[src/rtl/pwm_rampa_driver_if.sv]
// Level flags in and PWM drive/status out for the ramp-start PWM driver.
// master = flag source (the ramp FSM side), slave = the driver itself.
interface pwm_rampa_driver_if #(
  parameter int DW = 7
) ();
  logic          en_30;
  logic          en_50;
  logic          en_100;
  logic          pwm_out;
  logic [DW-1:0] duty_now;
  logic          at_target;
  logic [1:0]    ramp_state;
  logic          level_err;

  modport master (
    output en_30, en_50, en_100,
    input  pwm_out, duty_now, at_target, ramp_state, level_err
  );

  modport slave (
    input  en_30, en_50, en_100,
    output pwm_out, duty_now, at_target, ramp_state, level_err
  );
endinterface

[src/rtl/pwm_rampa_driver.sv]
// Slew-limited PWM driver: resolves the ramp FSM level flags into a duty target
// and moves the applied duty toward it by at most SLEW_STEP once per PWM period.
module pwm_rampa_driver #(
  parameter int PERIOD    = 100,
  parameter int DUTY_30   = 30,
  parameter int DUTY_50   = 50,
  parameter int DUTY_100  = 100,
  parameter int SLEW_STEP = 5,
  parameter int DW        = 7
) (
  input logic               clk,
  input logic               reset,
  pwm_rampa_driver_if.slave bus
);

  generate
    if (DUTY_30 > PERIOD || DUTY_50 > PERIOD || DUTY_100 > PERIOD ||
        SLEW_STEP < 1 || PERIOD < 1 || PERIOD >= (1 << DW)) begin : g_param_check
      $fatal(1, "pwm_rampa_driver: illegal parameter set");
    end
  endgenerate

  typedef enum logic [1:0] {
    IDLE      = 2'b00,
    RAMP_UP   = 2'b01,
    RAMP_DOWN = 2'b10
  } ramp_e;

  localparam logic [DW-1:0] PERIOD_M1 = DW'(PERIOD - 1);
  localparam logic [DW-1:0] D30       = DW'(DUTY_30);
  localparam logic [DW-1:0] D50       = DW'(DUTY_50);
  localparam logic [DW-1:0] D100      = DW'(DUTY_100);
  // A step larger than the whole period behaves the same as a full-period step
  // and stays representable in DW bits.
  localparam logic [DW-1:0] STEP      = DW'((SLEW_STEP > PERIOD) ? PERIOD : SLEW_STEP);

  logic [2:0]    sync1;
  logic [2:0]    sync2;
  logic [DW-1:0] target;
  logic [DW-1:0] target_nxt;
  logic          level_err;
  logic [DW-1:0] cnt;
  logic [DW-1:0] duty_now;
  logic [DW-1:0] duty_nxt;
  logic          pwm_out;
  ramp_e         ramp_q;
  ramp_e         ramp_nxt;

  // Flags come from another clock phase; bit order is {en_100, en_50, en_30}.
  always_ff @(posedge clk) begin
    if (reset) begin
      sync1 <= '0;
      sync2 <= '0;
    end else begin
      sync1 <= {bus.en_100, bus.en_50, bus.en_30};
      sync2 <= sync1;
    end
  end

  always_comb begin
    target_nxt = '0;
    if (sync2[2])
      target_nxt = D100;
    else if (sync2[1])
      target_nxt = D50;
    else if (sync2[0])
      target_nxt = D30;
  end

  always_ff @(posedge clk) begin
    if (reset) begin
      target    <= '0;
      level_err <= 1'b0;
    end else begin
      target    <= target_nxt;
      level_err <= (sync2[0] & sync2[1]) | (sync2[0] & sync2[2]) | (sync2[1] & sync2[2]);
    end
  end

  always_ff @(posedge clk) begin
    if (reset)
      cnt <= '0;
    else if (cnt == PERIOD_M1)
      cnt <= '0;
    else
      cnt <= cnt + 1'b1;
  end

  // Duty only moves on the last cycle of a period, so every period is driven
  // with one constant duty; the clamp keeps the step from overshooting.
  always_comb begin
    duty_nxt = duty_now;
    if (cnt == PERIOD_M1) begin
      if (duty_now < target)
        duty_nxt = ((target - duty_now) <= STEP) ? target : duty_now + STEP;
      else if (duty_now > target)
        duty_nxt = ((duty_now - target) <= STEP) ? target : duty_now - STEP;
    end
  end

  always_ff @(posedge clk) begin
    if (reset) begin
      duty_now <= '0;
      pwm_out  <= 1'b0;
    end else begin
      duty_now <= duty_nxt;
      pwm_out  <= (cnt < duty_now);
    end
  end

  always_ff @(posedge clk) begin
    if (reset)
      ramp_q <= IDLE;
    else
      ramp_q <= ramp_nxt;
  end

  always_comb begin
    ramp_nxt = IDLE;
    if (duty_nxt < target)
      ramp_nxt = RAMP_UP;
    else if (duty_nxt > target)
      ramp_nxt = RAMP_DOWN;
  end

  always_comb begin
    bus.ramp_state = ramp_q;
    bus.at_target  = (duty_now == target);
    bus.duty_now   = duty_now;
    bus.pwm_out    = pwm_out;
    bus.level_err  = level_err;
  end

endmodule

[src/flat_wrapper.sv]
// flat-port wrapper written by rule: the top's interface ports become plain ports
module pwm_rampa_driver_flat 
#(
  parameter int PERIOD    = 100,
  parameter int DUTY_30   = 30,
  parameter int DUTY_50   = 50,
  parameter int DUTY_100  = 100,
  parameter int SLEW_STEP = 5,
  parameter int DW        = 7
)
  (clk, reset, bus_en_30, bus_en_50, bus_en_100, bus_pwm_out, bus_duty_now, bus_at_target, bus_ramp_state, bus_level_err);
  pwm_rampa_driver_if #(.DW(DW)) bus_i ();
  input logic clk;
  input logic reset;
  input wire logic [$bits(bus_i.en_30)-1:0] bus_en_30;
  input wire logic [$bits(bus_i.en_50)-1:0] bus_en_50;
  input wire logic [$bits(bus_i.en_100)-1:0] bus_en_100;
  output wire logic [$bits(bus_i.pwm_out)-1:0] bus_pwm_out;
  output wire logic [$bits(bus_i.duty_now)-1:0] bus_duty_now;
  output wire logic [$bits(bus_i.at_target)-1:0] bus_at_target;
  output wire logic [$bits(bus_i.ramp_state)-1:0] bus_ramp_state;
  output wire logic [$bits(bus_i.level_err)-1:0] bus_level_err;
  assign bus_i.en_30 = bus_en_30;
  assign bus_i.en_50 = bus_en_50;
  assign bus_i.en_100 = bus_en_100;
  assign bus_pwm_out = bus_i.pwm_out;
  assign bus_duty_now = bus_i.duty_now;
  assign bus_at_target = bus_i.at_target;
  assign bus_ramp_state = bus_i.ramp_state;
  assign bus_level_err = bus_i.level_err;
  pwm_rampa_driver #(.PERIOD(PERIOD), .DUTY_30(DUTY_30), .DUTY_50(DUTY_50), .DUTY_100(DUTY_100), .SLEW_STEP(SLEW_STEP), .DW(DW)) u_core (.clk(clk), .reset(reset), .bus(bus_i));
endmodule
[config.mk]
export PLATFORM = sky130hd
export DESIGN_NAME = pwm_rampa_driver_flat
export DESIGN_NICKNAME = d
export VERILOG_FILES = /design/src/rtl/pwm_rampa_driver_if.sv /design/src/rtl/pwm_rampa_driver.sv /design/src/flat_wrapper.sv
export SDC_FILE = /design/constraint.sdc
export NUM_CORES = 1
export LEC_CHECK = 0
export ABC_AREA = 1
export ABC_CLOCK_PERIOD_IN_PS = 3100
export CORE_AREA = 2 2 71 73
export DETAILED_ROUTE_END_ITERATION = 7
export DIE_AREA = 0 0 73 75
export PLACE_DENSITY = 0.82
export SYNTH_ARGS = -nofsm -noshare
export SYNTH_HDL_FRONTEND = slang
export SYNTH_SLANG_ARGS = --single-unit
[constraint.sdc]
create_clock -name clk -period 3.1 [get_ports clk]
set_input_delay 0.31 -clock clk [delete_from_list [all_inputs] [get_ports clk]]
set_output_delay 0.31 -clock clk [all_outputs]
set_load 0.01 [all_outputs]
Word-level counts from Yosys, hierarchy flattened:

Index checks and enable logic that the tools add are counted.

* flip-flop bits (word level): 31
* latch bits: 0
* bits in writable memories: 0
* memory bits (read-only): 0
* input bits: 5
* output and inout port bits: 12
* memories: 0

* add/subtract/negate cells: 5
* multipliers: 0
* divide/modulo/power cells: 0
* magnitude comparators: 7
* equal/unequal tests: 2
* shift-type cells: 0
* multiplexer cells: 10
* bitwise logic cells: 5
* reduce and logical (&&, ||, !) cells: 4

Operators by type and width (count)
* $mux 7: 7
* $lt 7x7->1: 3
* $gt 7x7->1: 2
* $le 7x3->1 const B: 2
* $sub 7x7->7: 2
* $add 7x1->7 const B: 1
* $add 7x3->7 const B: 1
* $eq 7x7->1: 1
* $eq 7x7->1 const B: 1
* $sub 7x3->7 const B: 1
* $reduce_or 2->1: 3
* $mux 5: 1
* $and 1x1->1: 3
* $reduce_or 3->1: 1
* $mux 2: 1
* $or 1x1->1: 2
* $mux 1: 1

Depth between registers and ports, before layout:

Gate-level depths: netlist (run 1).

* depth in word-level cells: 9
* mapped depth: 25
* mapped depth without buffers: 25

Worst setup path before layout (run 1):

OpenSTA, ideal clock, no wires.

* path type: register to register
* from: reg u_core.duty_now[1], in the netlist u_core.bus.duty_now[1]
* to: reg u_core.ramp_q[1], in the netlist u_core.bus.ramp_state[1]
* library setup time: 109 ps
* arrival time: 2867 ps
* required time: 2991 ps
* slack: 124 ps
* stages on the path, launching flop included: 24
* period minus slack after synthesis: 2976 ps
* cells stage by stage: dfxtp_1 -> inv_1 -> ha_1 -> inv_1 -> fa_1 -> nand2_1 -> nor2_1 -> nor2_1 -> nand3_1 -> nor2_4 -> nand3_1 -> nand3_1 -> nand2_1 -> nand3_2 -> nand2_1 -> ha_1 -> nand4_1 -> inv_1 -> o21ai_0 -> nand2_1 -> nor2_1 -> nor2_1 -> nand2_1 -> inv_1

* word-level cells in the longest chain between the ends: 8

Ends and longest elaborated chain
* start: declaration: RTL line pwm_rampa_driver.sv:43 `logic [DW-1:0] duty_now;`
* start signal: assignment: RTL line pwm_rampa_driver.sv:106 `duty_now <= duty_nxt;`
* $sub 7x7->7: RTL line pwm_rampa_driver.sv:97 `duty_nxt = ((duty_now - target) <= STEP) ? target : duty_now - STEP;`
* $le 7x3->1: RTL line pwm_rampa_driver.sv:97
* $mux 7: RTL line pwm_rampa_driver.sv:97
* $mux 7: RTL line pwm_rampa_driver.sv:96 `else if (duty_now > target)`
* $mux 7 *: RTL line pwm_rampa_driver.sv:94 `if (duty_now < target)`
* $mux 7 *: RTL line pwm_rampa_driver.sv:93 `if (cnt == PERIOD_M1) begin`
* via u_core.duty_nxt[4]: RTL line pwm_rampa_driver.sv:44 `logic [DW-1:0] duty_nxt;`
* $gt 7x7->1 / $lt 7x7->1 (equally long branches): RTL line pwm_rampa_driver.sv:122, pwm_rampa_driver.sv:120
* $mux 2 / $reduce_or 2->1 (equally long branches)
* end signal: assignment: RTL line pwm_rampa_driver.sv:115 `ramp_q <= ramp_nxt;`
* end: declaration: RTL line pwm_rampa_driver.sv:46 `ramp_e ramp_q;`

Mark *: on every way through the listed nets, which the timed path passes. The rest lies on a longest branch.
A chain may end at the register's enable or synchronous reset.

Worst setup path in the final report (run 1):

Ends and elaborated chain as after synthesis.

==> metrics.csv, run 1 <==
stage,metric,value,unit
logic_synthesis,Cell variety after synth,34,
floorplan,core box area,4660,µm²
pwr,leakage,1.52,nW
routing,DRC Markers,0,
routing,vias per cell,5.35,
sta,Fin Setup TNS,0,ps
cells_and_area,diode count,0,
routing,"antenna viol nets, final",0,
placed_design,GP Congestion,0.939,
clock_tree,CTS tree,done,
logic_synthesis,Avg Inst Size Synth,6.69,µm²
cells_and_area,layout cells sized above 1,0.231,
routing,wire per inst,14.4,µm
setup_path,crit path DAT,3200,ps
logic_synthesis,Post-Syn Area,2480,µm²
clock_tree,clock tree root buffer cell,clkbuf_8,
setup_path,"most used cell, CP",nor2_1,
routing,DR iter-0 viols,124,
pwr,Total Power,1.10,mW
setup_path,crit path capture type,register,
logic_synthesis,Mapped Cells,371,
sta,Worst-Margin Slew,784,ps
sta,max-slew violations,0,
setup_path,crit path buf inv count,4,
grt,grt ovf,0,
cells_and_area,Filler cells,381,
logic_synthesis,Yosys Warn Count,0,
worst_hold_path,worst hold path type,reg2reg,
grt,gr usage total,0.258,
floorplan,Site Rows,25,
floorplan,Die Ht,75,µm
sta,Final Setup Violations,0,
clock_tree,clock tree buffer depth,2,
grt,pin count of the biggest net entering global routing,21,
floorplan,initial core utilization,0.532,
clock_tree,depth of the CTS H-tree,2,
setup_path,"CP delay by family, top",simple AND/OR/NAND/NOR gates,
pwr,peak supply drop,0.000301,V
routing,final WL,6710,µm
floorplan,Die Area,5480,µm²
clock_tree,hold buffer count at cts,0,
floorplan,I/O pin cnt,17,
sta,Tcrit/Tclk final,0.970,
cells_and_area,Area growth syn-to-layout,25.9,%
logic_synthesis,sequential fraction of the synthesis area,0.234,
setup_path,Worst Path Required,3290,ps
cells_and_area,final layout net count,446,
setup_path,worst path cell trace,inv_4 > ha_4 > inv_2 > fa_2 > nand2_1 > nor2_1 > nor2_1 > nand3_1 > nor2_4 > nand2_4 > nand2_2 > nand3_2 > nand2_2 > nand3_2 > nand2_2 > ha_4 > nand4_1 > inv_1 > o21ai_2 > nand2_1 > nor2_1 > nor2_1 > nand2_1 > inv_1,
routing,TritonRoute pass-1 iters,4,
cells_and_area,post-layout util,0.670,
placed_design,Port Buf Inserts,16,
clock_tree,CTS Sinks,29,
sta,Clock Skew,5.89,ps
flow_run,max-cap violation count,0,
setup_path,crit-path max cell delay,420,ps
sta,fmax,332,MHz
sta,RSZ-0062 raised after global routing,yes,
floorplan,die width,73,µm
routing,DR vias,2490,
grt,antenna violations before repair,0,
sta,Slew HR,0.476,
clock_tree,worst skew pair latency,290,ps
setup_path,Crit Path Category,reg2reg,
sta,"Hold Vio Cnt, Final",0,
setup_path,Critical Path Start Type,register,
logic_synthesis,Synth Register Bits,29,
setup_path,CP max-delay cell,fa_2,
placed_design,DP HPWL,5170,µm
run_status,status,finished clean,
sta,Tmin final,3010,ps
pwr,power per cell area,354,nW/µm²
grt,vias in the first global route,2300,
logic_synthesis,syn_nets,407,
setup_path,CP Max Fanout,7,
grt,first-pass GRT wire length,10600,µm
clock_tree,clk slew on worst S/H paths,70,ps
clock_tree,cts bufs inserted,5,
cell type report:
| cell class | count | area, µm² | area share |
|---|---|---|---|
| Clock inverter | 3 | 46.3 | 0.0148 |
| Timing Repair Buffer | 38 | 325 | 0.104 |
| Sequential cell | 29 | 583 | 0.187 |
| Multi-Input combinational cell | 272 | 1790 | 0.573 |
| Tap cell | 54 | 67.6 | 0.0216 |
| Inverter | 64 | 243 | 0.0777 |
| Clock buffer | 5 | 68.8 | 0.0220 |
cell families after synthesis:
kind of cell               synth area share
DFF                                   0.234
adders and majority gates             0.162
AOI/OAI and AO/OA                    0.0782
and+or+nand+nor                       0.385
xor gates and xnor gates             0.0282
buffers and inverters                 0.112
tightest hold or removal path: cells and delay by family, from the launching register on:
family,cells,cell delay [ps]
buf+inv,1,40
flops,1,300
simple gates,1,30
registers in the layout (all words and copies together) (netlist names):
signal,flops
u_core.cnt,7
u_core.bus.level_err,1
u_core.target,5
u_core.bus.ramp_state,2
u_core.bus.duty_now,7
u_core.sync1,3
u_core.bus.pwm_out,1
u_core.sync2,3
Yosys cell counts, drive strengths merged:
cell type / number / share of area
nand2: 96 / 0.15
inv: 62 / 0.094
nand3: 49 / 0.11
nor2: 35 / 0.064
dfxtp: 29 / 0.23
ha: 29 / 0.15
a21oi: 27 / 0.062
nand4: 9 / 0.023
xor2: 7 / 0.025
o21ai: 5 / 0.010
nor3: 4 / 0.0081
buf: 3 / 0.011
clkbuf: 3 / 0.0045
and3: 2 / 0.0050
clkinv: 2 / 0.0030
fa: 2 / 0.016
nor3b: 2 / 0.0060
a211oi: 1 / 0.0030
a21boi: 1 / 0.0030
nor4: 1 / 0.0086
or2: 1 / 0.0025
xnor2: 1 / 0.0035
cells in the final DEF (no fill, tap or decap), types with 3 or more instances in the layout:
cell / instances
nand2_2: 16
clkdlybuf4s50_1: 16
nor2_1: 32
clkbuf_8: 5
inv_2: 10
dfxtp_1: 27
a21oi_1: 24
nor3_1: 4
nand4_1: 9
ha_4: 6
buf_4: 22
ha_2: 3
nand3_1: 34
nand3_2: 13
inv_1: 51
o21ai_0: 3
ha_1: 20
xor2_1: 7
nand2_1: 79
layer usage:
layer	routed length [µm]	GRT usage	vias up	share of wire
met1	2790	0.300	1128	0.42
met2	3310	0.471	74	0.49
met5	0	0	-	0
met4	330	0.113	0	0.049
met3	279	0.0348	29	0.042
li1	-	-	1259	-
worst paths after layout:
path / from / endpoint / slack [ps] / cells past startpoint
worst max-delay path: u_core.bus.duty_now[1] / u_core.bus.ramp_state[1] / 90 / 24
worst min-delay path: u_core.sync1[2] / u_core.sync2[2] / 400 / 2
worst max register to register: u_core.bus.duty_now[1] / u_core.bus.ramp_state[1] / 90 / 24
worst min register to register: u_core.sync1[2] / u_core.sync2[2] / 400 / 2
per-stage QoR:
step | setup slack (ps) | hold slack (ps) | instances | instance area (µm²)
6_report | 91.8 | 403 | 465 | 3120
5_1_grt | -106 | 413 | 465 | 3120
4_1_cts | 20.1 | 405 | 461 | 2920
3_5_place_dp | 47.4 | 394 | 453 | 2810
3_3_place_gp | 91.5 | 390 | 453 | 2810
2_1_floorplan | 124 | 388 | 371 | 2480
repair_timing:
item                                    in CTS  in global routing
resized for setup                            0                 41
endpoints found under the setup margin       0                  2
buffers inserted                             0                  4
power by group:
group / internal, mW / switching [mW] / leakage, nW
combinational: 0.116 / 0.185 / 1.23
clock: 0.240 / 0.169 / 0.0543
sequential: 0.386 / 0.00915 / 0.238
total: 0.742 / 0.363 / 1.52
(Power assumes the default switching activity.)
==> inputs of run 2 (changes only) <==
--- a/config.mk
+++ b/config.mk
@@ -8,6 +8,7 @@
 export ABC_AREA = 1
 export ABC_CLOCK_PERIOD_IN_PS = 3100
 export CORE_AREA = 2 2 71 73
+export CTS_BUF_LIST = sky130_fd_sc_hd__clkbuf_8
 export DETAILED_ROUTE_END_ITERATION = 7
 export DIE_AREA = 0 0 73 75
 export PLACE_DENSITY = 0.82
==> results of run 2 <==
Final layout, timing and power as in run 1 (identical DEF).
